$ cat config.mk
export PLATFORM = sky130hd
export DESIGN_NAME = serial_multi_read_buffer_flat
export DESIGN_NICKNAME = d
export VERILOG_FILES = /design/src/rtl/serial_multi_read_buffer_pkg.sv /design/src/rtl/serial_multi_read_buffer_if.sv /design/src/rtl/serial_multi_read_buffer_lane.sv /design/src/rtl/serial_multi_read_buffer.sv /design/src/flat_wrapper.sv
export SDC_FILE = /design/constraint.sdc
export NUM_CORES = 1
export LEC_CHECK = 0
export ABC_AREA = 1
export BUFFER_PORTS_ARGS = -buffer_cell sky130_fd_sc_hd__clkbuf_2
export CORE_MARGIN = 2
export CORE_UTILIZATION = 61
export CTS_BUF_LIST = sky130_fd_sc_hd__clkbuf_4 sky130_fd_sc_hd__clkbuf_8 sky130_fd_sc_hd__clkbuf_16
export CTS_CLUSTER_DIAMETER = 40
export DETAILED_ROUTE_END_ITERATION = 6
export PLACE_DENSITY_LB_ADDON = 0.25
export SLEW_MARGIN = 25
export SYNTH_ARGS = -nofsm -noshare
export SYNTH_HDL_FRONTEND = slang
export SYNTH_SLANG_ARGS = --single-unit
$ cat constraint.sdc
create_clock -name sys_clk -period 3.5 [get_ports sys_clk]
set_input_delay 0.175 -clock sys_clk [delete_from_list [all_inputs] [get_ports sys_clk]]
set_output_delay 0.175 -clock sys_clk [all_outputs]
set_load 0.02 [all_outputs]
$ cat src/rtl/serial_multi_read_buffer_pkg.sv
// Shared definitions for the multi-lane serial read buffer.
//   ST_IDLE / ST_READ : FSM state encodings
//   cnt_width()       : width needed to hold a bit count 0..buf_size
package serial_multi_read_buffer_pkg;

  localparam logic [0:0] ST_IDLE = 1'b0;
  localparam logic [0:0] ST_READ = 1'b1;

  function automatic int cnt_width(input int buf_size);
    return $clog2(buf_size + 1);
  endfunction

endpackage

$ cat src/rtl/serial_multi_read_buffer_if.sv
// Bus bundle for serial_multi_read_buffer.
//   master : producer/consumer side (drives control, strobe, lanes, ack)
//   slave  : buffer side (drives data_out, data_valid, done_sig, overrun)
interface serial_multi_read_buffer_if
  import serial_multi_read_buffer_pkg::*;
#(
  parameter int NUM_CH   = 2,
  parameter int BUF_SIZE = 8,
  parameter int CNT_W    = cnt_width(BUF_SIZE)
);

  logic                       start;
  logic                       stop;
  logic                       cont_mode;
  logic                       lsb_first;
  logic [CNT_W-1:0]           read_count;
  logic                       read_sig;
  logic [NUM_CH-1:0]          in_lines;
  logic [NUM_CH*BUF_SIZE-1:0] data_out;
  logic                       data_valid;
  logic                       data_ack;
  logic                       done_sig;
  logic                       overrun;

  modport master (
    output start, stop, cont_mode, lsb_first, read_count, read_sig, in_lines, data_ack,
    input  data_out, data_valid, done_sig, overrun
  );

  modport slave (
    input  start, stop, cont_mode, lsb_first, read_count, read_sig, in_lines, data_ack,
    output data_out, data_valid, done_sig, overrun
  );

endinterface

$ cat src/rtl/serial_multi_read_buffer_lane.sv
// One lane's capture shift register.
//   clr       : synchronous clear (wins over shift_en)
//   shift_en  : take din this cycle
//   lsb_first : 1 = din lands at bit_idx, 0 = shift left with din into bit 0
//   word_nxt  : word including this cycle's bit, so the parent can latch
//               a completed word in the same cycle as the last strobe
module serial_lane_shift #(
  parameter int BUF_SIZE = 8,
  parameter int CNT_W    = 4
) (
  input  logic                sys_clk,
  input  logic                rst_n,
  input  logic                clr,
  input  logic                shift_en,
  input  logic                lsb_first,
  input  logic [CNT_W-1:0]    bit_idx,
  input  logic                din,
  output logic [BUF_SIZE-1:0] word_nxt
);

  logic [BUF_SIZE-1:0] word_q;

  // Both orders stay right-aligned: the register is cleared at word start,
  // so bits at index >= count remain zero.
  always_comb begin
    word_nxt = word_q;
    if (shift_en) begin
      if (lsb_first) begin
        for (int i = 0; i < BUF_SIZE; i++) begin
          if (bit_idx == CNT_W'(i)) word_nxt[i] = din;
        end
      end else begin
        word_nxt = {word_q[BUF_SIZE-2:0], din};
      end
    end
  end

  always_ff @(posedge sys_clk or negedge rst_n) begin
    if (!rst_n)   word_q <= '0;
    else if (clr) word_q <= '0;
    else          word_q <= word_nxt;
  end

endmodule

$ cat src/rtl/serial_multi_read_buffer.sv
// NUM_CH-lane serial-to-parallel capture buffer sharing one read strobe.
//   sys_clk, rst_n : clock, async active-low reset
//   bus (slave)    : start/stop/config in, read_sig + in_lines serial data,
//                    data_out/data_valid/data_ack word handshake,
//                    done_sig (high when idle), sticky overrun
// Single-shot mode returns to IDLE after a word; continuous mode re-arms
// in the completion cycle so a strobe on the very next cycle is not lost.
module serial_multi_read_buffer
  import serial_multi_read_buffer_pkg::*;
#(
  parameter int NUM_CH   = 2,
  parameter int BUF_SIZE = 8,
  parameter int CNT_W    = cnt_width(BUF_SIZE)
) (
  input logic                      sys_clk,
  input logic                      rst_n,
  serial_multi_read_buffer_if.slave bus
);

  logic [0:0]                       state;
  logic [CNT_W-1:0]                 bit_cnt, cnt_lim, cnt_inc, rc_clamp;
  logic                             cont_q, lsb_q;
  logic                             valid_q, ovr_q;
  logic [NUM_CH-1:0][BUF_SIZE-1:0]  lane_nxt, word_q;
  logic                             take_start, take_stop, take_bit, word_done, lane_clr;

  assign rc_clamp   = (bus.read_count > CNT_W'(BUF_SIZE)) ? CNT_W'(BUF_SIZE) : bus.read_count;
  assign take_start = (state == ST_IDLE) && bus.start && (bus.read_count != '0);
  assign take_stop  = (state == ST_READ) && bus.stop;
  // stop beats a coincident strobe, including the completing one
  assign take_bit   = (state == ST_READ) && bus.read_sig && !bus.stop;
  assign cnt_inc    = bit_cnt + 1'b1;
  assign word_done  = take_bit && (cnt_inc == cnt_lim);
  assign lane_clr   = take_start || take_stop || word_done;

  for (genvar k = 0; k < NUM_CH; k++) begin : g_lane
    serial_lane_shift #(
      .BUF_SIZE (BUF_SIZE),
      .CNT_W    (CNT_W)
    ) u_lane (
      .sys_clk   (sys_clk),
      .rst_n     (rst_n),
      .clr       (lane_clr),
      .shift_en  (take_bit),
      .lsb_first (lsb_q),
      .bit_idx   (bit_cnt),
      .din       (bus.in_lines[k]),
      .word_nxt  (lane_nxt[k])
    );
  end

  // Control FSM and bit counter
  always_ff @(posedge sys_clk or negedge rst_n) begin
    if (!rst_n) begin
      state   <= ST_IDLE;
      bit_cnt <= '0;
      cnt_lim <= '0;
      cont_q  <= 1'b0;
      lsb_q   <= 1'b0;
    end else begin
      case (state)
        ST_IDLE: begin
          if (take_start) begin
            state   <= ST_READ;
            bit_cnt <= '0;
            cnt_lim <= rc_clamp;
            cont_q  <= bus.cont_mode;
            lsb_q   <= bus.lsb_first;
          end
        end
        ST_READ: begin
          if (take_stop) begin
            state   <= ST_IDLE;
            bit_cnt <= '0;
          end else if (word_done) begin
            bit_cnt <= '0;
            if (!cont_q) state <= ST_IDLE;
          end else if (take_bit) begin
            bit_cnt <= cnt_inc;
          end
        end
        default: state <= ST_IDLE;
      endcase
    end
  end

  // Word handshake: a completion outranks a coincident ack
  always_ff @(posedge sys_clk or negedge rst_n) begin
    if (!rst_n) begin
      word_q  <= '0;
      valid_q <= 1'b0;
      ovr_q   <= 1'b0;
    end else if (word_done) begin
      word_q  <= lane_nxt;
      valid_q <= 1'b1;
      if (valid_q && !bus.data_ack) ovr_q <= 1'b1;
    end else begin
      if (take_start)   ovr_q   <= 1'b0;
      if (bus.data_ack) valid_q <= 1'b0;
    end
  end

  assign bus.data_out   = word_q;
  assign bus.data_valid = valid_q;
  assign bus.overrun    = ovr_q;
  assign bus.done_sig   = (state == ST_IDLE);

endmodule

$ cat src/flat_wrapper.sv
// flat-port wrapper written by rule: the top's interface ports become plain ports
module serial_multi_read_buffer_flat import serial_multi_read_buffer_pkg::*;
#(
  parameter int NUM_CH   = 2,
  parameter int BUF_SIZE = 8,
  parameter int CNT_W    = cnt_width(BUF_SIZE)
)
  (sys_clk, rst_n, bus_start, bus_stop, bus_cont_mode, bus_lsb_first, bus_read_count, bus_read_sig, bus_in_lines, bus_data_ack, bus_data_out, bus_data_valid, bus_done_sig, bus_overrun);
  serial_multi_read_buffer_if #(.NUM_CH(NUM_CH), .BUF_SIZE(BUF_SIZE), .CNT_W(CNT_W)) bus_i ();
  input logic sys_clk;
  input logic rst_n;
  input wire logic [$bits(bus_i.start)-1:0] bus_start;
  input wire logic [$bits(bus_i.stop)-1:0] bus_stop;
  input wire logic [$bits(bus_i.cont_mode)-1:0] bus_cont_mode;
  input wire logic [$bits(bus_i.lsb_first)-1:0] bus_lsb_first;
  input wire logic [$bits(bus_i.read_count)-1:0] bus_read_count;
  input wire logic [$bits(bus_i.read_sig)-1:0] bus_read_sig;
  input wire logic [$bits(bus_i.in_lines)-1:0] bus_in_lines;
  input wire logic [$bits(bus_i.data_ack)-1:0] bus_data_ack;
  output wire logic [$bits(bus_i.data_out)-1:0] bus_data_out;
  output wire logic [$bits(bus_i.data_valid)-1:0] bus_data_valid;
  output wire logic [$bits(bus_i.done_sig)-1:0] bus_done_sig;
  output wire logic [$bits(bus_i.overrun)-1:0] bus_overrun;
  assign bus_i.start = bus_start;
  assign bus_i.stop = bus_stop;
  assign bus_i.cont_mode = bus_cont_mode;
  assign bus_i.lsb_first = bus_lsb_first;
  assign bus_i.read_count = bus_read_count;
  assign bus_i.read_sig = bus_read_sig;
  assign bus_i.in_lines = bus_in_lines;
  assign bus_i.data_ack = bus_data_ack;
  assign bus_data_out = bus_i.data_out;
  assign bus_data_valid = bus_i.data_valid;
  assign bus_done_sig = bus_i.done_sig;
  assign bus_overrun = bus_i.overrun;
  serial_multi_read_buffer #(.NUM_CH(NUM_CH), .BUF_SIZE(BUF_SIZE), .CNT_W(CNT_W)) u_core (.sys_clk(sys_clk), .rst_n(rst_n), .bus(bus_i));
endmodule
==> results.json, run 1 <==
{
  "tightest_slew_ns": 0.6373,
  "critical-path-max-stage-delay_ns": 0.52,
  "dpl.cell_count": 415,
  "drv_cap": 0,
  "avgRoutedWirePerCell_um": 12.58,
  "clockBufferDepth": 2,
  "gr-usage-all-layers_pct": 26.09,
  "detailedRoute.firstPassIterationCount": 4,
  "finalCriticalPeriod_ns": 2.295,
  "rsz0062_at_grt": "no",
  "worst-path-max-fanout": 19,
  "reg2regPathDepth": 8,
  "setup.reg_to_reg.worst_slack_ns": 1.21,
  "share_of_the_clock_period_used_by_the_worst_path_pct": 65.57,
  "setup_violations": 0,
  "final_cell_mix": "sky130_fd_sc_hd__nand2_1, sky130_fd_sc_hd__nor2_1, sky130_fd_sc_hd__dfrtp_1",
  "synth-seq-area-share_pct": 44.31,
  "grt_pass1_wl_um": 8901,
  "crit-reg2reg-capture": "u_core.g_lane[1].u_lane.word_q[0]",
  "die_width_um": 68.55,
  "cts_tree": "built",
  "antenna_viol_nets_final": 0,
  "syn_area_um2": 2541,
  "flow.area_growth_from_synthesis_pct": 10.04,
  "max-slew-margin-rel_pct": 57.39,
  "fill_cells": 335,
  "design.core.area_um2": 4000,
  "crit_path_top_delay_cell": "sky130_fd_sc_hd__dfrtp_1",
  "rows": 23,
  "powerDensity_nw_per_um2": 570.5,
  "post_cts_setup_bufs": 0,
  "slew_violations": 0,
  "hp-class": "in2reg",
  "hold_viol_final": 0,
  "vias_per_cell": 5.161,
  "clock_tree.htree_level_count": 2,
  "num_antenna_cells": 0,
  "startpoint_of_the_worst_register_to_register_path": "u_core.bit_cnt[0]",
  "crit_path_start_kind": "flip-flop",
  "timing.critical_path.arrival_ns": 2.48,
  "yosys_warnings": 0,
  "detailed_place_hpwl_um": 3716,
  "postSynthRegisterBits": 45,
  "chipHeight_um": 68.55,
  "final_routed_drc_violation_total": 0,
  "yosysUniqueCellTypes": 26,
  "layout_cell_share_with_drive_strength_beyond_1_pct": 18.23,
  "clkLatencyLatePin_ns": 0.30,
  "pin_count_of_the_biggest_net_entering_global_routing": 46,
  "finalNonFillerCells": 423,
  "peakVddDrop_mv": 0.3524,
  "initialDrtViolationCount": 123,
  "grt-ovfl-total": 0,
  "worst_clock_skew_ns": 0.009860,
  "critical_path.startpoint": "u_core.bit_cnt[0]",
  "antenna_found_initial": 0,
  "setup.worst_path.class": "reg2reg",
  "run_status": "finished, final reports clean",
  "cp-endpoint": "u_core.g_lane[1].u_lane.word_q[0]",
  "synthesis.nets": 360,
  "crit_required_ns": 3.68,
  "floorplan.io_pins": 33,
  "setup.worst_path.end_class": "flip-flop",
  "power_leakage_uw": 0.001516,
  "vias": 2183,
  "worst_hold_path.num_cells": 4,
  "final_replace_weighted_congestion": 0.8737,
  "totalWireLength_um": 5320,
  "die_area_um2": 4698,
  "floorplan.initialDensity_pct": 63.53,
  "netlist_instances": 342,
  "cts_root_buffer": "sky130_fd_sc_hd__clkbuf_8",
  "tns_ns": 0,
  "cts-buffers-inserted": 5,
  "cts.sink_count": 45,
  "syn_avg_cell_area_um2": 7.430,
  "numPortBuffers": 32,
  "grt_pass1_vias": 1942,
  "clk_pin_slew_ns": 0.08,
  "final_util_pct": 69.91,
  "mostFrequentLayoutCell": "sky130_fd_sc_hd__nand2_1",
  "layout_net_count": 391,
  "cell_by_cell_trace_of_the_critical_path": "inv_1 > ha_1 > xnor2_1 > nand3_2 > nor2_8 > nand2_8 > nand2_4 > nor2_1",
  "maximum_clock_frequency_mhz": 435.8
}
## sequential cells by signal (all words and copies together), names as in the netlist
signal,count
u_core.bit_cnt,4
u_core.g_lane.u_lane.word_q,16
u_core.cont_q,1
u_core.state,1
u_core.cnt_lim,4
u_core.lsb_q,1
u_core.bus.overrun,1
u_core.bus.data_out,16
u_core.bus.data_valid,1
## synthesized netlist by cell type
cell type | instances | area [um^2]
sky130_fd_sc_hd__a21oi_1 | 19 | 95.09
sky130_fd_sc_hd__and2_1 | 1 | 6.260
sky130_fd_sc_hd__buf_1 | 2 | 7.510
sky130_fd_sc_hd__buf_2 | 1 | 5.000
sky130_fd_sc_hd__buf_4 | 3 | 22.52
sky130_fd_sc_hd__buf_6 | 1 | 11.26
sky130_fd_sc_hd__buf_8 | 1 | 15.01
sky130_fd_sc_hd__clkbuf_1 | 1 | 3.750
sky130_fd_sc_hd__dfrtp_1 | 45 | 1126
sky130_fd_sc_hd__ha_1 | 4 | 50.05
sky130_fd_sc_hd__inv_1 | 42 | 157.7
sky130_fd_sc_hd__nand2_1 | 99 | 371.6
sky130_fd_sc_hd__nand2_2 | 2 | 12.51
sky130_fd_sc_hd__nand2_4 | 2 | 22.52
sky130_fd_sc_hd__nand2_8 | 1 | 20.02
sky130_fd_sc_hd__nand3_1 | 21 | 105.1
sky130_fd_sc_hd__nand3_2 | 3 | 30.03
sky130_fd_sc_hd__nand3b_1 | 3 | 22.52
sky130_fd_sc_hd__nand4_1 | 5 | 31.28
sky130_fd_sc_hd__nor2_1 | 58 | 217.7
sky130_fd_sc_hd__nor2_2 | 18 | 112.6
sky130_fd_sc_hd__nor2_8 | 2 | 40.04
sky130_fd_sc_hd__o21ai_0 | 3 | 15.01
sky130_fd_sc_hd__o21ai_2 | 1 | 8.760
sky130_fd_sc_hd__o31ai_1 | 3 | 22.52
sky130_fd_sc_hd__xnor2_1 | 1 | 8.760
## what timing repair did
action,in CTS,in global routing
hold buffers,1,0
resized for setup,0,0
endpoints found under the hold margin,45,0
## worst max-delay path, delay by kind of cell, from the launching register on
| kind | cells | cell delay (ns) |
|---|---|---|
| DFF | 1 | 0.52 |
| buffers and inverters | 1 | 0.13 |
| xor gates and xnor gates | 1 | 0.19 |
| and+or+nand+nor | 5 | 0.98 |
| adders and majority gates | 1 | 0.34 |
## report_power, final
group | switching [uW] | total [uW] | internal (uW)
sequential | 88.6 | 725 | 636
combinational | 370 | 548 | 178
clock | 176 | 322 | 146
## routing by layer
metal,global-route usage (%),part of all wire (%),routed length (um),vias up
met2,41.59,47,2508,75
met5,0,0,0,-
met1,34.91,45,2385,983
met4,8.250,1.6,85,0
li1,-,-,-,1116
met3,6.494,6.4,341,9
## metrics by stage
stage / power [uW] / hold slack [ns] / area (um^2) / setup slack, ns
6_report: 1595 / 0.1109 / 2796 / 1.205
4_1_cts: 1606 / 0.1019 / 2796 / 1.218
2_1_floorplan: 1114 / -0.1206 / 2541 / 1.658
3_5_place_dp: 1286 / 0.2560 / 2701 / 1.224
5_1_grt: 1712 / 0.1022 / 2796 / 1.068
3_3_place_gp: 1264 / 0.4152 / 2699 / 1.341
## logic make-up (layout without fill, tap and decap cells)
family	after synthesis	count (layout)	synth area share, %
DFF	45	45	44.31
and+or+nand+nor	215	215	39.05
buffers and inverters	51	82	8.764
xor gates and xnor gates	1	1	0.3447
AOI/OAI and AO/OA	26	26	5.564
adders and majority gates	4	4	1.970
## layout make-up
| type | count | area (um^2) | share of cell area [%] |
|---|---|---|---|
| clock buffer | 6 | 76.32 | 2.729 |
| clock inverter | 1 | 8.758 | 0.3132 |
| inverter | 42 | 157.7 | 5.638 |
| multi-input combinational | 246 | 1192 | 42.64 |
| sequential | 45 | 1126 | 40.27 |
| tap | 50 | 62.56 | 2.237 |
| timing repair buffer | 33 | 172.7 | 6.175 |
## worst min path at each step
stage,slack [ns],from,to
floorplan,-0.12,rst_n,u_core.bit_cnt[0]
global placement,0.42,bus_read_count[3],u_core.cnt_lim[0]
detailed placement,0.26,rst_n,u_core.bus.data_out[13]
CTS,0.10,bus_read_count[3],u_core.cnt_lim[1]
global route,0.10,bus_read_count[3],u_core.cnt_lim[0]
finish,0.11,bus_data_ack,u_core.bus.data_valid
(Power assumes the default switching activity.)
==> inputs of run 2 (changes only) <==
--- a/config.mk
+++ b/config.mk
@@ -8,7 +8,7 @@
 export ABC_AREA = 1
 export BUFFER_PORTS_ARGS = -buffer_cell sky130_fd_sc_hd__clkbuf_2
 export CORE_MARGIN = 2
-export CORE_UTILIZATION = 61
+export CORE_UTILIZATION = 57
 export CTS_BUF_LIST = sky130_fd_sc_hd__clkbuf_4 sky130_fd_sc_hd__clkbuf_8 sky130_fd_sc_hd__clkbuf_16
 export CTS_CLUSTER_DIAMETER = 40
 export DETAILED_ROUTE_END_ITERATION = 6
==> constraint.sdc (replaced) <==
create_clock -name sys_clk -period 2.2 [get_ports sys_clk]
set_input_delay 0.11 -clock sys_clk [delete_from_list [all_inputs] [get_ports sys_clk]]
set_output_delay 0.11 -clock sys_clk [all_outputs]
set_load 0.02 [all_outputs]
==> run 2 against run 1 <==
Effect of this change: clock power grew 64%; clock skew decreased by 0.0024 ns; combinational power rose by 67%; count of clock-buffer cells in the layout fell by 1; sequential power grew 54%; setup slack lost 0.93 ns; register-to-register slack worse by 0.93 ns; fmax up 19%; critical path depth did not move; global-route usage decreased by 2.6 points; critical path type unchanged.
==> results.json, run 2 (synthesis results as in run 1) <==
{
  "run_status": "finished, final reports clean",
  "critical-path-max-stage-delay_ns": 0.47,
  "antenna_viol_nets_final": 0,
  "clk_pin_slew_ns": 0.09,
  "avgRoutedWirePerCell_um": 12.28,
  "clkLatencyLatePin_ns": 0.30,
  "layout_cell_share_with_drive_strength_beyond_1_pct": 19.74,
  "final_routed_drc_violation_total": 0,
  "cts.sink_count": 45,
  "peakVddDrop_mv": 0.6635,
  "pin_count_of_the_biggest_net_entering_global_routing": 22,
  "layout_net_count": 397,
  "power_uw": 2557,
  "grt-ovfl-total": 0,
  "post_cts_resize_count": 0,
  "maximum_clock_frequency_mhz": 518.4,
  "setup.reg_to_reg.worst_slack_ns": 0.27,
  "share_of_the_clock_period_used_by_the_worst_path_pct": 87.68,
  "clockBufferDepth": 2,
  "cell_by_cell_trace_of_the_critical_path": "inv_1 > ha_1 > xnor2_1 > nand3_2 > nor2_8 > nand2_8 > nand2_4 > nor2_1",
  "min_from": "bus_read_count[3]",
  "flow.area_growth_from_synthesis_pct": 12.01,
  "final_cell_mix": "sky130_fd_sc_hd__nand2_1, sky130_fd_sc_hd__nor2_1, sky130_fd_sc_hd__dfrtp_1",
  "gr-usage-all-layers_pct": 23.45,
  "crit_required_ns": 2.38,
  "finalNonFillerCells": 432,
  "powerDensity_nw_per_um2": 898.5,
  "reg2regPathDepth": 8,
  "setup.worst_path.end_class": "flip-flop",
  "path_delay_family": "simple AND/OR/NAND/NOR gates",
  "grt_pass1_vias": 2042,
  "rsz0062_at_grt": "no",
  "vias_per_cell": 5.072,
  "min_delay_worst_endpoint": "u_core.cnt_lim[0]",
  "dpl.cell_count": 423,
  "crit_path_start_kind": "flip-flop",
  "mostFrequentLayoutCell": "sky130_fd_sc_hd__nand2_1",
  "die_area_um2": 5008,
  "num_antenna_cells": 0,
  "cts_tree": "built",
  "die_width_um": 70.77,
  "hp-class": "in2reg",
  "timing.critical_path.arrival_ns": 2.11,
  "crit_path_top_delay_cell": "sky130_fd_sc_hd__dfrtp_1",
  "post_cts_setup_bufs": 0,
  "dp_worst_setup_slack_ns": 0.2667,
  "vias": 2191,
  "setup_ws_ns": 0.2711,
  "clock_tree.htree_level_count": 2,
  "worst-path-max-fanout": 19,
  "grt_pass1_wl_um": 9287,
  "initialDrtViolationCount": 184,
  "finalCriticalPeriod_ns": 1.929,
  "worst_clock_skew_ns": 0.007433,
  "setup.worst_path.class": "reg2reg",
  "cts-buffers-inserted": 5,
  "power_leakage_uw": 0.001545,
  "design.core.area_um2": 4324,
  "fill_cells": 381,
  "tightest_slew_ns": 0.5168,
  "floorplan.initialDensity_pct": 58.77,
  "final_replace_weighted_congestion": 0.8753,
  "chipHeight_um": 70.77,
  "totalWireLength_um": 5303,
  "max-slew-margin-rel_pct": 65.18,
  "numPortBuffers": 32,
  "timing.critical_path.buf_inv": 1,
  "detailed_place_hpwl_um": 3924,
  "detailedRoute.firstPassIterationCount": 4,
  "slew_violations": 0,
  "hold_viol_final": 0,
  "startpoint_of_the_worst_register_to_register_path": "u_core.bit_cnt[1]",
  "antenna_found_initial": 0,
  "cts_root_buffer": "sky130_fd_sc_hd__clkbuf_8",
  "drv_cap": 0,
  "tns_ns": 0,
  "setup_violations": 0,
  "crit-reg2reg-capture": "u_core.g_lane[1].u_lane.word_q[1]",
  "floorplan.io_pins": 33,
  "rows": 24,
  "worst_hold_path.num_cells": 2
}
[run 2: routing by layer]
layer	GRT usage [%]	part of all wire, %	vias to the layer above
li1	-	-	1120
met1	32.99	46	1021
met2	37.69	48	45
met3	3.989	4.4	5
met4	6.709	1.1	0
met5	0	0	-
[run 2: worst max path at each step]
stage,start,end,slack (ns),cells after the start
2_1_floorplan,u_core.bit_cnt[0],u_core.g_lane[0].u_lane.word_q[2],0.36,9
3_3_place_gp,u_core.bit_cnt[1],u_core.g_lane[1].u_lane.word_q[7],0.36,8
3_5_place_dp,u_core.bit_cnt[1],u_core.g_lane[1].u_lane.word_q[1],0.27,8
4_1_cts,u_core.bit_cnt[1],u_core.g_lane[1].u_lane.word_q[1],0.26,8
5_1_grt,u_core.bit_cnt[1],u_core.g_lane[1].u_lane.word_q[1],0.10,8
6_report,u_core.bit_cnt[1],u_core.g_lane[1].u_lane.word_q[1],0.27,8
[run 2: metrics by stage]
stage                     util, %  hold slack, ns  area [um^2]
after CTS                   65.83         0.02691         2846
after detailed placement    63.51         0.04033         2746
after global routing        65.83         0.02924         2846
final                       65.83         0.02950         2846
after floorplan                 -         -0.1856         2541
after global placement      63.51         0.03915         2746
[run 2: layout make-up]
type                       count  area, um^2  share of cell area, %
multi-input combinational    246        1192                  41.89
sequential                    45        1126                  39.56
timing repair buffer          39       215.2                  7.560
inverter                      42       157.7                  5.538
clock buffer                   5       68.82                  2.418
tap                           52       65.06                  2.286
clock inverter                 3       21.27                 0.7473
[run 2: where the power goes]
group / leakage [uW] / internal [uW] / switching, uW
Combinational: 0.000914 / 297 / 616
Clock: 0.0000445 / 226 / 301
Sequential: 0.000587 / 1010 / 105
[run 2: worst register-to-register path: cells and delay by family (launching register included)]
kind / cells / cell delay (ns)
adder cells (fa/ha/maj): 1 / 0.31
flip-flops: 1 / 0.47
AND/OR/NAND/NOR: 5 / 0.76
XOR/XNOR: 1 / 0.19
buffers and inverters: 1 / 0.09
[run 2: timing repair]
item | CTS | global route
hold buffers | 1 | 0
hold endpoints to repair | 13 | 0
endpoints found under the setup margin | 0 | 0
==> inputs of run 3 (changes only) <==
--- a/config.mk
+++ b/config.mk
@@ -8,7 +8,7 @@
 export ABC_AREA = 1
 export BUFFER_PORTS_ARGS = -buffer_cell sky130_fd_sc_hd__clkbuf_2
 export CORE_MARGIN = 2
-export CORE_UTILIZATION = 57
+export CORE_UTILIZATION = 52
 export CTS_BUF_LIST = sky130_fd_sc_hd__clkbuf_4 sky130_fd_sc_hd__clkbuf_8 sky130_fd_sc_hd__clkbuf_16
 export CTS_CLUSTER_DIAMETER = 40
 export DETAILED_ROUTE_END_ITERATION = 6
==> constraint.sdc (replaced) <==
create_clock -name sys_clk -period 1.65 [get_ports sys_clk]
set_input_delay 0.0825 -clock sys_clk [delete_from_list [all_inputs] [get_ports sys_clk]]
set_output_delay 0.0825 -clock sys_clk [all_outputs]
set_load 0.02 [all_outputs]
==> run 3 against run 2 <==
Effect of this change: the run now ends with negative setup slack left; clock skew shrank 0.00097 ns; final area up 6.4%; via count grew 3.9%; die area grew 9.1%; count of clock-buffer cells in the layout increased by 1; hold slack lost 0.016 ns; combinational power increased by 43%; sequential share of layout area shrank 2.3 points; cell count up 6.0%; register-to-register slack worse by 0.32 ns; critical endpoint is now u_core.g_lane[0].u_lane.word_q[2]; largest cell class unchanged; largest power group unchanged; highest routed layer unchanged.
==> results.json, run 3 (synthesis results as in run 1) <==
{
  "crit_path_top_delay_cell": "sky130_fd_sc_hd__dfrtp_2",
  "grt_pass1_vias": 2141,
  "totalWireLength_um": 5737,
  "layout_cell_share_with_drive_strength_beyond_1_pct": 23.79,
  "dp_worst_setup_slack_ns": -0.06785,
  "rows": 25,
  "setup.worst_path.end_class": "flip-flop",
  "detailedRoute.firstPassIterationCount": 4,
  "max-slew-margin-rel_pct": 60.38,
  "hp-class": "in2reg",
  "share_of_the_clock_period_used_by_the_worst_path_pct": 102.8,
  "slew_violations": 0,
  "setup.reg_to_reg.worst_slack_ns": -0.05,
  "flow.area_growth_from_synthesis_pct": 19.20,
  "post_dp_cell_area_um2": 2863,
  "crit_path_start_kind": "flip-flop",
  "antenna_viol_nets_final": 0,
  "cts.sink_count": 45,
  "setup.worst_path.class": "reg2reg",
  "multi_input_area_um2": 1249,
  "clock_tree.htree_level_count": 2,
  "final_cell_mix": "sky130_fd_sc_hd__nand2_1, sky130_fd_sc_hd__nor2_1, sky130_fd_sc_hd__dfrtp_1",
  "chipHeight_um": 73.91,
  "dpl.cell_count": 447,
  "cts-buffers-inserted": 5,
  "run_status": "complete, but fails checks",
  "pin_count_of_the_biggest_net_entering_global_routing": 24,
  "finalCriticalPeriod_ns": 1.696,
  "floorplan.io_pins": 33,
  "mostFrequentLayoutCell": "sky130_fd_sc_hd__nand2_1",
  "clkLatencyLatePin_ns": 0.31,
  "die_width_um": 73.91,
  "powerDensity_nw_per_um2": 1211,
  "vias": 2277,
  "floorplan.initialDensity_pct": 53.80,
  "die_area_um2": 5462,
  "timing.critical_path.arrival_ns": 1.90,
  "design.core.area_um2": 4723,
  "worst_clock_skew_ns": 0.006459,
  "clk_pin_slew_ns": 0.09,
  "crit_path_frequent_cell": "sky130_fd_sc_hd__nand2_8",
  "cts_root_buffer": "sky130_fd_sc_hd__clkbuf_8",
  "crit_required_ns": 1.86,
  "setup_violations": 31,
  "power_leakage_uw": 0.001618,
  "grt-ovfl-total": 0,
  "initialDrtViolationCount": 168,
  "numPortBuffers": 32,
  "clockBufferDepth": 2,
  "power_uw": 3669,
  "worst-path-max-fanout": 20,
  "hold_viol_final": 0,
  "final_routed_drc_violation_total": 0,
  "post_route_hold_slack_ns": 0.01314,
  "fill_cells": 421,
  "rsz0062_at_grt": "yes",
  "post_cts_setup_bufs": 0,
  "grt_pass1_wl_um": 9777,
  "setup_ws_ns": -0.04572,
  "layout.cell_area.non_filler_um2": 3029,
  "drv_cap": 0,
  "layout_net_count": 408,
  "critical-path-max-stage-delay_ns": 0.44,
  "cell_by_cell_trace_of_the_critical_path": "inv_2 > ha_4 > xnor2_2 > nand3_2 > nor2_8 > nand2_8 > nand2_8 > nor2_2",
  "violations": "negative setup slack",
  "vias_per_cell": 4.972,
  "area.sequential_um2": 1127,
  "cts_tree": "built",
  "detailed_place_hpwl_um": 4085,
  "avgRoutedWirePerCell_um": 12.53,
  "final_replace_weighted_congestion": 0.8166,
  "finalNonFillerCells": 458,
  "gr-usage-all-layers_pct": 23.97,
  "num_antenna_cells": 0,
  "antenna_found_initial": 0,
  "peakVddDrop_mv": 0.5682,
  "tightest_slew_ns": 0.5944,
  "maximum_clock_frequency_mhz": 589.7
}
==> run 3: cell types whose count changed in the layout (fill, tap and decap cells not counted), sizes merged <==
cell         before  now
dlygate4sd3       1    2
buf               6   15
inv              43   42
bufinv            0    1
nand2           104  105
clkbuf           37   38
clkinvlp          1    0
==> run 3: layout make-up <==
class                      instances  area share (%)
multi-input combinational        247           41.22
sequential                        45           37.22
timing repair buffer              49           9.789
inverter                          42           5.204
tap                               67           2.767
clock buffer                       6           2.520
clock inverter                     2           1.280
==> run 3: metal layers <==
metal | GRT usage (%) | share of wire [%] | vias up
met5 | 0 | 0 | -
met4 | 8.283 | 1.4 | 0
met3 | 4.527 | 3.1 | 8
met2 | 40.97 | 48 | 44
met1 | 30.42 | 47 | 1074
li1 | - | - | 1151
==> run 3: metrics by stage <==
step / utilization [%] / TNS, ns
2_1_floorplan: - / -0.6002
3_3_place_gp: 60.61 / 0
3_5_place_dp: 60.61 / -0.8253
4_1_cts: 63.89 / -0.5592
5_1_grt: 64.13 / -3.147
6_report: 64.13 / -0.9296
==> run 3: critical path, delay by kind of cell, from the launching register on <==
kind,cells,cell delay (ns)
XOR/XNOR,1,0.16
flip-flops,1,0.44
AND/OR/NAND/NOR,5,0.70
buffers and inverters,1,0.09
adder cells (fa/ha/maj),1,0.22
==> run 3: what timing repair did <==
item                                   4_1_cts  5_1_grt
pin swaps                                    2        0
cloned                                       1        0
setup endpoints to repair                   28       38
endpoints found under the hold margin       24        0
resized for setup                            1        4
hold buffers                                 2        0
==> run 3: worst paths after layout <==
path,from,to,cells past startpoint
min in group asynchronous,rst_n,u_core.bit_cnt[2],2
worst min-delay path,bus_data_ack,u_core.bus.data_valid,4
worst max-delay path,u_core.bit_cnt[0],u_core.g_lane[0].u_lane.word_q[2],8
worst min register to register,u_core.bus.data_out[4],u_core.bus.data_out[4],2
max in group asynchronous,rst_n,u_core.bus.data_out[7],3
worst max register to register,u_core.bit_cnt[0],u_core.g_lane[0].u_lane.word_q[2],8
==> run 3: power breakdown <==
group / internal [uW] / switching, uW
Combinational: 453 / 858
Sequential: 1350 / 141
Clock: 471 / 394
Total: 2280 / 1390
